[config.mk]
export PLATFORM = sky130hd
export DESIGN_NAME = systolic_feeder
export DESIGN_NICKNAME = d
export VERILOG_FILES = /design/src/rtl/systolic_feeder.sv
export SDC_FILE = /design/constraint.sdc
export NUM_CORES = 1
export LEC_CHECK = 0
export ABC_CLOCK_PERIOD_IN_PS = 4200
export CORE_MARGIN = 5
export CORE_UTILIZATION = 47
export CTS_BUF_LIST = sky130_fd_sc_hd__clkbuf_4
export DETAILED_ROUTE_END_ITERATION = 16
export PLACE_DENSITY = 0.76
export SLEW_MARGIN = 20
export SYNTH_ARGS = -nofsm -noshare
export SYNTH_HDL_FRONTEND = slang
export SYNTH_SLANG_ARGS = --single-unit
[constraint.sdc]
create_clock -name clk -period 4.2 [get_ports clk]
set_clock_uncertainty 0.2 [all_clocks]
set_input_delay 1.26 -clock clk [delete_from_list [all_inputs] [get_ports clk]]
set_output_delay 1.26 -clock clk [all_outputs]
set_load 0.005 [all_outputs]
[src/rtl/systolic_feeder.sv]
// Input skew stage for systolic_array_top: buffers activation rows in a small FIFO and
// issues them diagonally so column k sees its element (with strobe en_k) one cycle after column k-1.
module systolic_feeder #(
  parameter int WIDTH = 8,
  parameter int DEPTH = 4
) (
  input  logic                    clk,
  input  logic                    rst_n,
  input  logic                    in_valid,
  output logic                    in_ready,
  input  logic signed [WIDTH-1:0] in_x1,
  input  logic signed [WIDTH-1:0] in_x2,
  input  logic signed [WIDTH-1:0] in_x3,
  input  logic                    in_last,
  input  logic                    stall,
  output logic signed [WIDTH-1:0] x1,
  output logic signed [WIDTH-1:0] x2,
  output logic signed [WIDTH-1:0] x3,
  output logic                    en1,
  output logic                    en2,
  output logic                    en3,
  output logic                    busy,
  output logic                    done
);

  localparam int AW = (DEPTH > 1) ? $clog2(DEPTH) : 1;
  localparam int CW = $clog2(DEPTH + 1);

  typedef struct packed {
    logic signed [WIDTH-1:0] x1;
    logic signed [WIDTH-1:0] x2;
    logic signed [WIDTH-1:0] x3;
    logic                    last;
  } row_t;

  typedef enum logic [1:0] {IDLE, RUN, DRAIN} state_t;

  row_t            mem [DEPTH];
  row_t            head;
  logic [AW-1:0]   wptr, rptr;
  logic [CW-1:0]   count;
  logic            push, issue;

  state_t          state_q, state_d;
  logic [1:0]      dcnt_q, dcnt_d;
  logic            done_c;

  logic            v1, v2, v3;
  logic signed [WIDTH-1:0] d2, d3a, d3b;

  assign head     = mem[rptr];
  assign in_ready = rst_n & (count < CW'(DEPTH));
  assign push     = in_valid & in_ready;
  assign issue    = !stall && (count != '0) && (state_q == IDLE || state_q == RUN);

  // NOTE: row storage carries no reset; occupancy and pointers alone define what is valid.
  always_ff @(posedge clk) begin
    if (push) mem[wptr] <= '{x1: in_x1, x2: in_x2, x3: in_x3, last: in_last};
  end

  // NOTE: sequential state is always assigned with <= so every register samples pre-edge values.
  always_ff @(posedge clk) begin
    if (!rst_n) begin
      wptr  <= '0;
      rptr  <= '0;
      count <= '0;
    end else begin
      if (push)  wptr <= wptr + AW'(1);
      if (issue) rptr <= rptr + AW'(1);
      case ({push, issue})
        2'b10:   count <= count + CW'(1);
        2'b01:   count <= count - CW'(1);
        default: count <= count;
      endcase
    end
  end

  // Skew pipeline: x2 waits one stage, x3 two; nothing moves while stalled.
  always_ff @(posedge clk) begin
    if (!rst_n) begin
      v1  <= 1'b0;
      v2  <= 1'b0;
      v3  <= 1'b0;
      x1  <= '0;
      x2  <= '0;
      x3  <= '0;
      d2  <= '0;
      d3a <= '0;
      d3b <= '0;
    end else if (!stall) begin
      v1 <= issue;
      v2 <= v1;
      v3 <= v2;
      if (issue) begin
        x1  <= head.x1;
        d2  <= head.x2;
        d3a <= head.x3;
      end
      if (v1) begin
        x2  <= d2;
        d3b <= d3a;
      end
      if (v2) x3 <= d3b;
    end
  end

  always_ff @(posedge clk) begin
    if (!rst_n) begin
      state_q <= IDLE;
      dcnt_q  <= '0;
    end else begin
      state_q <= state_d;
      dcnt_q  <= dcnt_d;
    end
  end

  // NOTE: every always_comb output gets a default first so no path can infer a latch.
  always_comb begin
    state_d = state_q;
    dcnt_d  = dcnt_q;
    done_c  = 1'b0;
    case (state_q)
      IDLE, RUN: begin
        if (issue) begin
          if (head.last) begin
            state_d = DRAIN;
            dcnt_d  = 2'd2;
          end else begin
            state_d = RUN;
          end
        end
      end
      DRAIN: begin
        // The counter hits zero exactly when the last row's x3 is on the bus.
        if (!stall) begin
          if (dcnt_q == 2'd0) begin
            state_d = IDLE;
            done_c  = 1'b1;
          end else begin
            dcnt_d = dcnt_q - 2'd1;
          end
        end
      end
      default: state_d = IDLE;
    endcase
  end

  assign en1  = v1 & !stall;
  assign en2  = v2 & !stall;
  assign en3  = v3 & !stall;
  assign done = done_c & rst_n;
  assign busy = (state_q != IDLE) || (count != '0);

endmodule

Word level (Yosys, flattened, before mapping)
Memories as Yosys holds them, arrays and structs flattened. A register that Yosys moved wholly into a read port is not among the register bits.
Index checks and enable logic that the tools add are counted.
W data, S select, Z words.
{ "op_classes": {"addsub": 5, "order_cmp": 1, "eq_ne": 9, "muxes": 18, "bitwise_logic": 7, "reduce_logical": 17} }
{ "op_table": {"columns": ["cell", "count"], "rows": [
  ["$mux W2", 10],
  ["$ne A2 B2 Y1 const B", 5],
  ["$pmux W2 S2", 2],
  ["$and A1 B1 Y1", 6],
  ["$pmux W3 S2", 1],
  ["$reduce_and A2 Y1", 3],
  ["$reduce_bool A2 Y1", 3],
  ["$mux W1", 5],
  ["$reduce_and A5 Y1", 1],
  ["$add A2 B1 Y2 const B", 2],
  ["$eq A2 B1 Y1 const B", 2],
  ["$eq A2 B2 Y1 const B", 2],
  ["$logic_not A2 Y1", 2],
  ["$add A3 B1 Y3 const B", 1],
  ["$lt A3 B3 Y1 const B", 1],
  ["$reduce_and A3 Y1", 1],
  ["$reduce_bool A3 Y1", 1],
  ["$sub A3 B1 Y3 const B", 1],
  ["$logic_and A1 B1 Y1", 2],
  ["$logic_or A1 B1 Y1", 2],
  ["$reduce_or A2 Y1", 1],
  ["$sub A2 B1 Y2 const B", 1],
  ["$logic_not A1 Y1", 1],
  ["$not A1 Y1", 1]
]} }
{ "word_totals": {"regBits": 62, "ramBits": 100, "input_bits": 29, "out_inout_bits": 30, "word_cells": 72, "memories": 1} }
{ "memory_table": {"columns": ["name", "words", "word_bits", "read_ports", "rd_ports_with_merged_regs", "wr", "line", "source"], "rows": [
  ["mem", 4, 25, 1, 1, 1, "38", "row_t mem [DEPTH];"]
]} }

Logic depth before layout (Yosys ltp)
Gate-level depths: netlist (run 1).
{ "depth": {"ltp_word": 5, "ltp_mapped": 10, "ltp_nobuf": 9} }

Worst setup path after synthesis (run 1)
OpenSTA, ideal clock, no wires.
{ "synth_path": {"path_type": "in2reg", "from": "in stall", "to": "reg count[2]", "setup_time_ns": 0.076, "arrival_time_ns": 3.207, "required_ns": 3.924, "slack_ns": 0.717, "path_stages": 9, "n_path_buf": 1, "cell_sequence": "or3_4 > inv_2 > clkbuf_1 > ha_1 > inv_1 > fa_1 > xor2_1 > or3_1 > a21boi_0"} }
{ "synth_via": {"elab_chain_len": 5, "elab_cells_between_ends": 7, "classes_between": "eq/ne: 2; mux: 1; reduce/logical: 4"} }
{ "synth_rtl": {"columns": ["element", "line", "source"], "rows": [
  ["from (decl)", "15", "input logic stall,"],
  ["$logic_not A1 Y1 (*)", "54", "assign issue = !stall && (count != '0) && (state_q == IDLE || state_q == RUN);"],
  ["$logic_and A1 B1 Y1 (*) (2 in series)", "54", null],
  ["named net issue", "42", "logic push, issue;"],
  ["$eq A2 B1 Y1 / $eq A2 B2 Y1 (equally long branches)", "70", "case ({push, issue})"],
  ["$pmux W3 S2 / $reduce_bool A2 Y1 (equally long branches)", null, null],
  ["to (signal assigned)", "71", "2'b10: count <= count + CW'(1);"],
  ["to (signal assigned)", "72", "2'b01: count <= count - CW'(1);"],
  ["to (signal assigned)", "73", "default: count <= count;"],
  ["to (decl)", "41", "logic [CW-1:0] count;"]
]} }
Mark *: on every way through the listed nets, which the timed path passes. The rest lies on a longest branch.
A chain may end at the register's enable or synchronous reset.

Worst setup path after layout (run 1)
{ "layout_path": {"from": "in stall", "to": "out en1"} }
{ "layout_via": {"elab_chain_len": 2} }
{ "layout_rtl": {"columns": ["element", "line", "source"], "rows": [
  ["$logic_not A1 Y1", "148", "assign en1 = v1 & !stall;"],
  ["$and A1 B1 Y1", "148", null],
  ["to (decl)", "19", "output logic en1,"]
]} }
No other way between the ends.

==> results of run 1 <==
[area by class of cell]
type	instances	area, um^2	share of cell area (%)
clock inverter	12	139	1.91
multi-input combinational	237	1750	24.1
antenna	1	2.50	0.0344
tap	176	220	3.03
sequential	164	4290	58.9
clock buffer	20	150	2.06
timing repair buffer	71	676	9.29
inverter	12	45.0	0.619
[sequential cells by signal, indices dropped and copies added (netlist names), 3 cells and up, named ones only]
signal	flops
d3b	8
x1	8
x2	8
x3	8
d3a	8
mem	100
count	3
d2	8
[kinds of logic after synthesis]
| group | count (synthesis) |
|---|---|
| flip-flops | 164 |
| AND/OR/NAND/NOR | 137 |
| AO/OA/AOI/OAI | 58 |
| buffers and inverters | 35 |
| multiplexers | 30 |
| adder cells (fa/ha/maj) | 7 |
| XOR/XNOR | 5 |
[placed cells by master (no fill, tap or decap), types with 2 or more instances in the layout]
| cell type | netlist | final |
|---|---|---|
| sky130_fd_sc_hd__a21boi_0 | 49 | 49 |
| sky130_fd_sc_hd__a21boi_1 | 3 | 3 |
| sky130_fd_sc_hd__and2_1 | 8 | 8 |
| sky130_fd_sc_hd__and3_1 | 4 | 4 |
| sky130_fd_sc_hd__buf_4 | 1 | 13 |
| sky130_fd_sc_hd__bufinv_16 | 0 | 3 |
| sky130_fd_sc_hd__clkbuf_4 | 0 | 20 |
| sky130_fd_sc_hd__clkdlybuf4s50_1 | 0 | 56 |
| sky130_fd_sc_hd__clkinv_1 | 2 | 4 |
| sky130_fd_sc_hd__clkinv_2 | 0 | 5 |
| sky130_fd_sc_hd__dfxtp_1 | 64 | 63 |
| sky130_fd_sc_hd__edfxtp_1 | 100 | 100 |
| sky130_fd_sc_hd__ha_1 | 6 | 6 |
| sky130_fd_sc_hd__inv_1 | 9 | 9 |
| sky130_fd_sc_hd__mux2i_1 | 5 | 5 |
| sky130_fd_sc_hd__mux4_2 | 24 | 24 |
| sky130_fd_sc_hd__nand2_1 | 108 | 108 |
| sky130_fd_sc_hd__nand2b_1 | 2 | 2 |
| sky130_fd_sc_hd__nor2_1 | 4 | 4 |
| sky130_fd_sc_hd__nor2b_1 | 4 | 4 |
| sky130_fd_sc_hd__o21ai_0 | 5 | 5 |
| sky130_fd_sc_hd__xnor2_1 | 4 | 4 |
[per-stage QoR]
stage | utilization, % | power, uW | worst slack (ns) | hold slack (ns) | instances
2_1_floorplan | - | 2460 | 0.717 | 0.235 | 436
3_3_place_gp | 53.3 | 2680 | 0.0605 | 0.242 | 660
3_5_place_dp | 53.3 | 2710 | 0.0437 | 0.256 | 660
4_1_cts | 55.5 | 3630 | 0.0355 | 0.273 | 692
5_1_grt | 55.6 | 3800 | 0.353 | 0.285 | 693
6_report | 55.6 | 3590 | 0.453 | 0.272 | 693
[routing by layer]
metal	vias to the layer above	routed length [um]	global-route usage, %
li1	1695	-	-
met1	1669	4830	18.7
met2	90	5420	25.1
met3	14	616	4.76
met4	0	170	5.74
met5	-	0	0
[where the power goes]
group	switching (uW)	leakage (uW)	internal, uW
registers	138	0.00143	1850
clock network	499	0.000161	424
logic	311	0.000782	364
[critical path: cells and delay by family]
kind | cells | cell delay [ns]
buf+inv | 3 | 0.83
simple gates | 1 | 0.19
[worst min-delay path by stage]
stage / depth (start not counted) / endpoint / start / slack [ns]
floorplan: 2 / dcnt_q[0]$_SDFFE_PN0P_ / dcnt_q[0]$_SDFFE_PN0P_ / 0.23
global placement: 2 / dcnt_q[0]$_SDFFE_PN0P_ / dcnt_q[0]$_SDFFE_PN0P_ / 0.24
detailed placement: 2 / dcnt_q[0]$_SDFFE_PN0P_ / dcnt_q[0]$_SDFFE_PN0P_ / 0.26
CTS: 2 / dcnt_q[0]$_SDFFE_PN0P_ / dcnt_q[0]$_SDFFE_PN0P_ / 0.27
global route: 2 / d3b[0]$_SDFFE_PN0P_ / d3a[0]$_SDFFE_PN0P_ / 0.29
finish: 2 / x2[4]$_SDFFE_PN0P_ / x2[4]$_SDFFE_PN0P_ / 0.27
==> flow_metrics.env, run 1 <==
export IMPL_hold_class="reg -> reg"
export IMPL_regToRegEndpoint="count[2]$_SDFFE_PN0P_"
export IMPL_routed_via_density=5.00
export IMPL_setup_repair_after_global_routing_missed_its_margin="false"
export IMPL_routed_length_per_instance_um=15.9
export IMPL_globalRouteOverflowTotal=0
export IMPL_synth_cells_most_frequent="108 x sky130_fd_sc_hd__nand2_1, 100 x sky130_fd_sc_hd__edfxtp_1, 64 x sky130_fd_sc_hd__dfxtp_1"
export IMPL_maximum_number_of_pins_on_one_net_before_global_route_repair=66
export IMPL_post_cts_setup_buffers=0
export IMPL_run_status="finished, final reports clean"
export IMPL_r2r_cells=9
export IMPL_detailedRoute_firstPassIterationCount=4
export IMPL_cp_required_ns=2.74
export IMPL_final_setup_viol_count=0
export IMPL_hold_bufs_inserted_after_cts=0
export IMPL_drv_slew=0
export IMPL_die_w_um=125
export IMPL_max_clock_freq_ghz=0.267
export IMPL_vias=3468
export IMPL_yosys_area_share_simple_pct=9.50
export IMPL_ys_dominant_reg_cell="sky130_fd_sc_hd__edfxtp_1"
export IMPL_synth_largest_type_area_fraction_pct=48.5
export IMPL_gp_congestion=0.722
export IMPL_criticalPathCategory="in -> out"
export IMPL_synth_edf_count=100
export IMPL_netlist_instances=436
export IMPL_synth_xor_area_share_pct=0.708
export IMPL_multiplexer_share_of_the_synthesized_area_pct=9.73
export IMPL_grt_util_all_layers_pct=15.2
export IMPL_clock_sinks=164
export IMPL_cp_arrival_ns=2.29
export IMPL_ys_seq_elements=164
export IMPL_final_antenna_net_count=0
export IMPL_grt_first_pass_wirelength_um=18500
export IMPL_synthDistinctLibCells=34
export IMPL_initial_antenna_violation_count=1
export IMPL_power_per_cell_area_nw_per_um2=493
export IMPL_worst_pin_slew_ns=0.945
export IMPL_worstSetupEndpointType="output pin"
export IMPL_post_dp_hpwl_um=7050
export IMPL_worstSkewPairLatency_ns=0.55
export IMPL_route_detailed_drc=0
export IMPL_syn_mean_instance_area_um2=14.2
export IMPL_layout_worst_path_cycle_share_pct=89.2
export IMPL_drt_initial_drc_count=210
export IMPL_critPathLaunch="stall"
export IMPL_max_clock_path_buffers=2
export IMPL_cellLeakagePower_uw=0.00237
export IMPL_clkTransAtPathRegs_ns=0.12
export IMPL_layout_min_cycle_time_ns=3.75
export IMPL_synth_area_um2=6190
export IMPL_port_bufs=58
export IMPL_share_of_synthesized_area_occupied_by_flip_flops_and_latches_pct=69.2
export IMPL_report_final_hold_viol_count=0
export IMPL_nNetsFinal=539
export IMPL_core_area_um2=13100
export IMPL_clock_tree_root_cell="sky130_fd_sc_hd__clkbuf_4"
export IMPL_first_global_vias=3674
export IMPL_yosys_warnings=0
export IMPL_setup_worst_path_start_class="primary input"
export IMPL_crit_path_max_fo=8
export IMPL_floorplan_die_height_um=125
export IMPL_wl_um=11000
export IMPL_start_util_pct=47.3
export IMPL_dpl_cell_area_um2=6980
export IMPL_finish_instance_area_um2=7270
export IMPL_numCtsBuffers=17
export IMPL_critical_path_endpoint="en1"
export IMPL_final_layout_size_suffix_gt1_share_pct=14.0
export IMPL_totalNegativeSetupSlack_ns=0
export IMPL_critical_path_max_stage_delay_ns=0.45
export IMPL_r2r_start="count[2]$_SDFFE_PN0P_"
export IMPL_timing_max_slew_rel_slack_pct=37.0
export IMPL_syn_nets=472
export IMPL_core_rowCount=42
export IMPL_cell_with_the_largest_stage_delay_on_the_worst_path="sky130_fd_sc_hd__clkdlybuf4s50_1"
export IMPL_async_flop_share_pct=0
export IMPL_flow_area_growth_from_synthesis_pct=17.5
export IMPL_synth_area_leader_cell="sky130_fd_sc_hd__edfxtp_1"
export IMPL_post_synth_main_area_contributors="sky130_fd_sc_hd__edfxtp_1 49%, sky130_fd_sc_hd__dfxtp_1 21%, sky130_fd_sc_hd__mux4_2 8.7%"
export IMPL_post_synth_fa_ha_maj_area_fraction_pct=1.54
export IMPL_number_of_fillers_in_the_final_layout=1057
export IMPL_num_io_pins=59
export IMPL_cts_resized=0
export IMPL_synth_area_in_compound_gates_pct=6.87
export IMPL_die_area_um2=15600
export IMPL_r2r_setup_slack_ns=1.78
export IMPL_largest_family_of_logic_cells_by_synthesized_area="multiplexers"
export IMPL_synth_most_common_cell="sky130_fd_sc_hd__nand2_1"
export IMPL_cts_tree="yes"
export IMPL_worst_ir_drop_vdd_mv=0.232
export IMPL_cts_max_level=4
export IMPL_crit_chain="dlymetal6s2s_1 > nand2b_1 > clkinv_1 > clkdlybuf4s50_1"
export IMPL_cap_viol_max_count=0
Power figures use the tool's default switching activity.
==> run 2: changes to the inputs <==
Settings changed: GPL_TIMING_DRIVEN from default to 0.
==> run 2 against run 1 <==
  * Routed wire length up 4.1%
  * Final cell count up 1.2%
  * Register-to-register slack worse by 0.68 ns
  * Sequential share of layout area down 0.53 points
  * Combinational power up 15%
  * Maximum frequency down 8.3%
  * Via count up 0.63%
  * Largest cell class unchanged
  * Highest routed layer unchanged
==> flow_metrics.env, run 2 (synthesized netlist as in run 1, its figures left out) <==
export IMPL_max_clock_path_buffers=2
export IMPL_hold_bufs_inserted_after_cts=0
export IMPL_clkTransAtPathRegs_ns=0.13
export IMPL_die_w_um=125
export IMPL_clock_sinks=164
export IMPL_cp_arrival_ns=2.63
export IMPL_grt_first_pass_wirelength_um=19000
export IMPL_initial_antenna_violation_count=1
export IMPL_globalRouteMet2Util_pct=26.4
export IMPL_max_clock_freq_ghz=0.245
export IMPL_num_io_pins=59
export IMPL_registers_top_by_ff_count="mem"
export IMPL_flip_flop_count_of_the_largest_register_all_copies_and_words_added=100
export IMPL_grt_busiest_layer="met2"
export IMPL_crit_path_max_fo=10
export IMPL_final_common_cell="sky130_fd_sc_hd__nand2_1"
export IMPL_nNetsFinal=547
export IMPL_core_rowCount=42
export IMPL_cts_max_level=4
export IMPL_critical_path_top_delay_family="buffers and inverters"
export IMPL_hold_class="reg -> reg"
export IMPL_gr_usage_met1_pct=19.0
export IMPL_timing_max_slew_rel_slack_pct=55.4
export IMPL_crit_chain="dlygate4sd2_1 > clkbuf_8 > nand2b_1 > buf_4 > clkinv_2 > clkdlybuf4s50_1"
export IMPL_worstSkewPairLatency_ns=0.55
export IMPL_vias=3490
export IMPL_gp_congestion=0.736
export IMPL_flow_area_growth_from_synthesis_pct=18.5
export IMPL_maximum_number_of_pins_on_one_net_before_global_route_repair=26
export IMPL_route_detailed_drc=0
export IMPL_layout_common_cells="108 x sky130_fd_sc_hd__nand2_1, 100 x sky130_fd_sc_hd__edfxtp_1, 64 x sky130_fd_sc_hd__dfxtp_1"
export IMPL_cell_with_the_largest_stage_delay_on_the_worst_path="sky130_fd_sc_hd__clkdlybuf4s50_1"
export IMPL_stdcell_count=701
export IMPL_setup_repair_after_global_routing_missed_its_margin="false"
export IMPL_critical_path_max_stage_delay_ns=0.52
export IMPL_layout_worst_path_cycle_share_pct=97.3
export IMPL_layout_min_cycle_time_ns=4.09
export IMPL_cellLeakagePower_uw=0.00238
export IMPL_worst_pin_slew_ns=0.668
export IMPL_post_cts_setup_buffers=0
export IMPL_port_bufs=58
export IMPL_routed_length_per_instance_um=16.4
export IMPL_totalNegativeSetupSlack_ns=0
export IMPL_drt_initial_drc_count=246
export IMPL_core_area_um2=13100
export IMPL_final_antenna_net_count=0
export IMPL_worstSetupEndpointType="output pin"
export IMPL_final_setup_viol_count=0
export IMPL_cts_tree="yes"
export IMPL_critical_path_n_buffers_inverters=5
export IMPL_gr_usage_met3_pct=4.80
export IMPL_wl_um=11500
export IMPL_post_dp_hpwl_um=7830
export IMPL_drv_slew=0
export IMPL_worst_ir_drop_vdd_mv=0.270
export IMPL_routed_via_density=4.98
export IMPL_report_final_hold_viol_count=0
export IMPL_numCtsBuffers=17
export IMPL_final_layout_size_suffix_gt1_share_pct=14.3
export IMPL_criticalPathCategory="in -> out"
export IMPL_detailedRoute_firstPassIterationCount=4
export IMPL_cp_required_ns=2.74
export IMPL_floorplan_die_height_um=125
export IMPL_clock_tree_root_cell="sky130_fd_sc_hd__clkbuf_4"
export IMPL_die_area_um2=15600
export IMPL_globalRouteOverflowTotal=0
export IMPL_setup_worst_path_start_class="primary input"
export IMPL_start_util_pct=47.3
export IMPL_grt_util_all_layers_pct=15.8
export IMPL_dp_cells=670
export IMPL_cap_viol_max_count=0
export IMPL_run_status="finished, final reports clean"
export IMPL_first_global_vias=3738
export IMPL_fin_total_pwr_uw=3690
export IMPL_power_per_cell_area_nw_per_um2=503
run 2: cell types whose count changed in the layout (fill, tap and decap cells not counted), moves of 4 or more:
| cell | before | now |
|---|---|---|
| sky130_fd_sc_hd__buf_2 | 1 | 5 |
| sky130_fd_sc_hd__and3_1 | 4 | 0 |
| sky130_fd_sc_hd__clkbuf_1 | 0 | 10 |
| sky130_fd_sc_hd__and3_2 | 0 | 4 |
| sky130_fd_sc_hd__buf_4 | 13 | 2 |
run 2: worst min-delay path: stages (launching register included):
cell,delay (ns)
sky130_fd_sc_hd__dfxtp_1,0.33
sky130_fd_sc_hd__nand2_1,0.04
sky130_fd_sc_hd__a21boi_0,0.06
run 2: where the power goes:
| group | internal [uW] | leakage, uW | switching [uW] | total (uW) |
|---|---|---|---|---|
| clock | 476 | 0.000173 | 525 | 1000 |
| combinational | 378 | 0.000785 | 396 | 774 |
| sequential | 1850 | 0.00143 | 65.8 | 1910 |
| total | 2700 | 0.00238 | 987 | 3690 |
run 2: layout make-up:
cell class	instances	area (um^2)
repair buffers	58	578
plain buffers	21	120
multi-input cells	237	1760
inverters	12	47.5
well taps	176	220
clock buffers	18	135
clock inverters	14	186
flip-flops and latches	164	4280
diodes	1	2.50
fillers	1028	5750
run 2: worst paths after layout:
kind	startpoint	end	slack (ns)	cells past startpoint
min	v3$_SDFFE_PN0N_	v3$_SDFFE_PN0N_	0.27	2
max	stall	en2	0.11	6
min reg2reg	v3$_SDFFE_PN0N_	v3$_SDFFE_PN0N_	0.27	2
max reg2reg	count[2]$_SDFFE_PN0P_	count[2]$_SDFFE_PN0P_	1.10	10
run 2: what timing repair did:
item / CTS / global route
endpoints found under the hold margin: 0 / 0
setup endpoints to repair: 3 / 0
resized for setup: 12 / 0
run 2: metrics by stage:
step / hold slack (ns) / area, um^2 / util, % / worst slack [ns]
global placement: 0.241 / 6990 / 53.4 / -0.498
global route: 0.295 / 7340 / 56.1 / 0.0328
detailed placement: 0.255 / 6990 / 53.5 / -0.491
floorplan: 0.235 / 6190 / - / 0.717
CTS: 0.273 / 7330 / 56.0 / 0.107
finish: 0.269 / 7340 / 56.1 / 0.113
run 2: per-layer routing:
metal / vias to the layer above / wire length (um)
met3: 17 / 422
met4: 0 / 203
met1: 1690 / 5030
met5: - / 0
li1: 1710 / -
met2: 73 / 5830
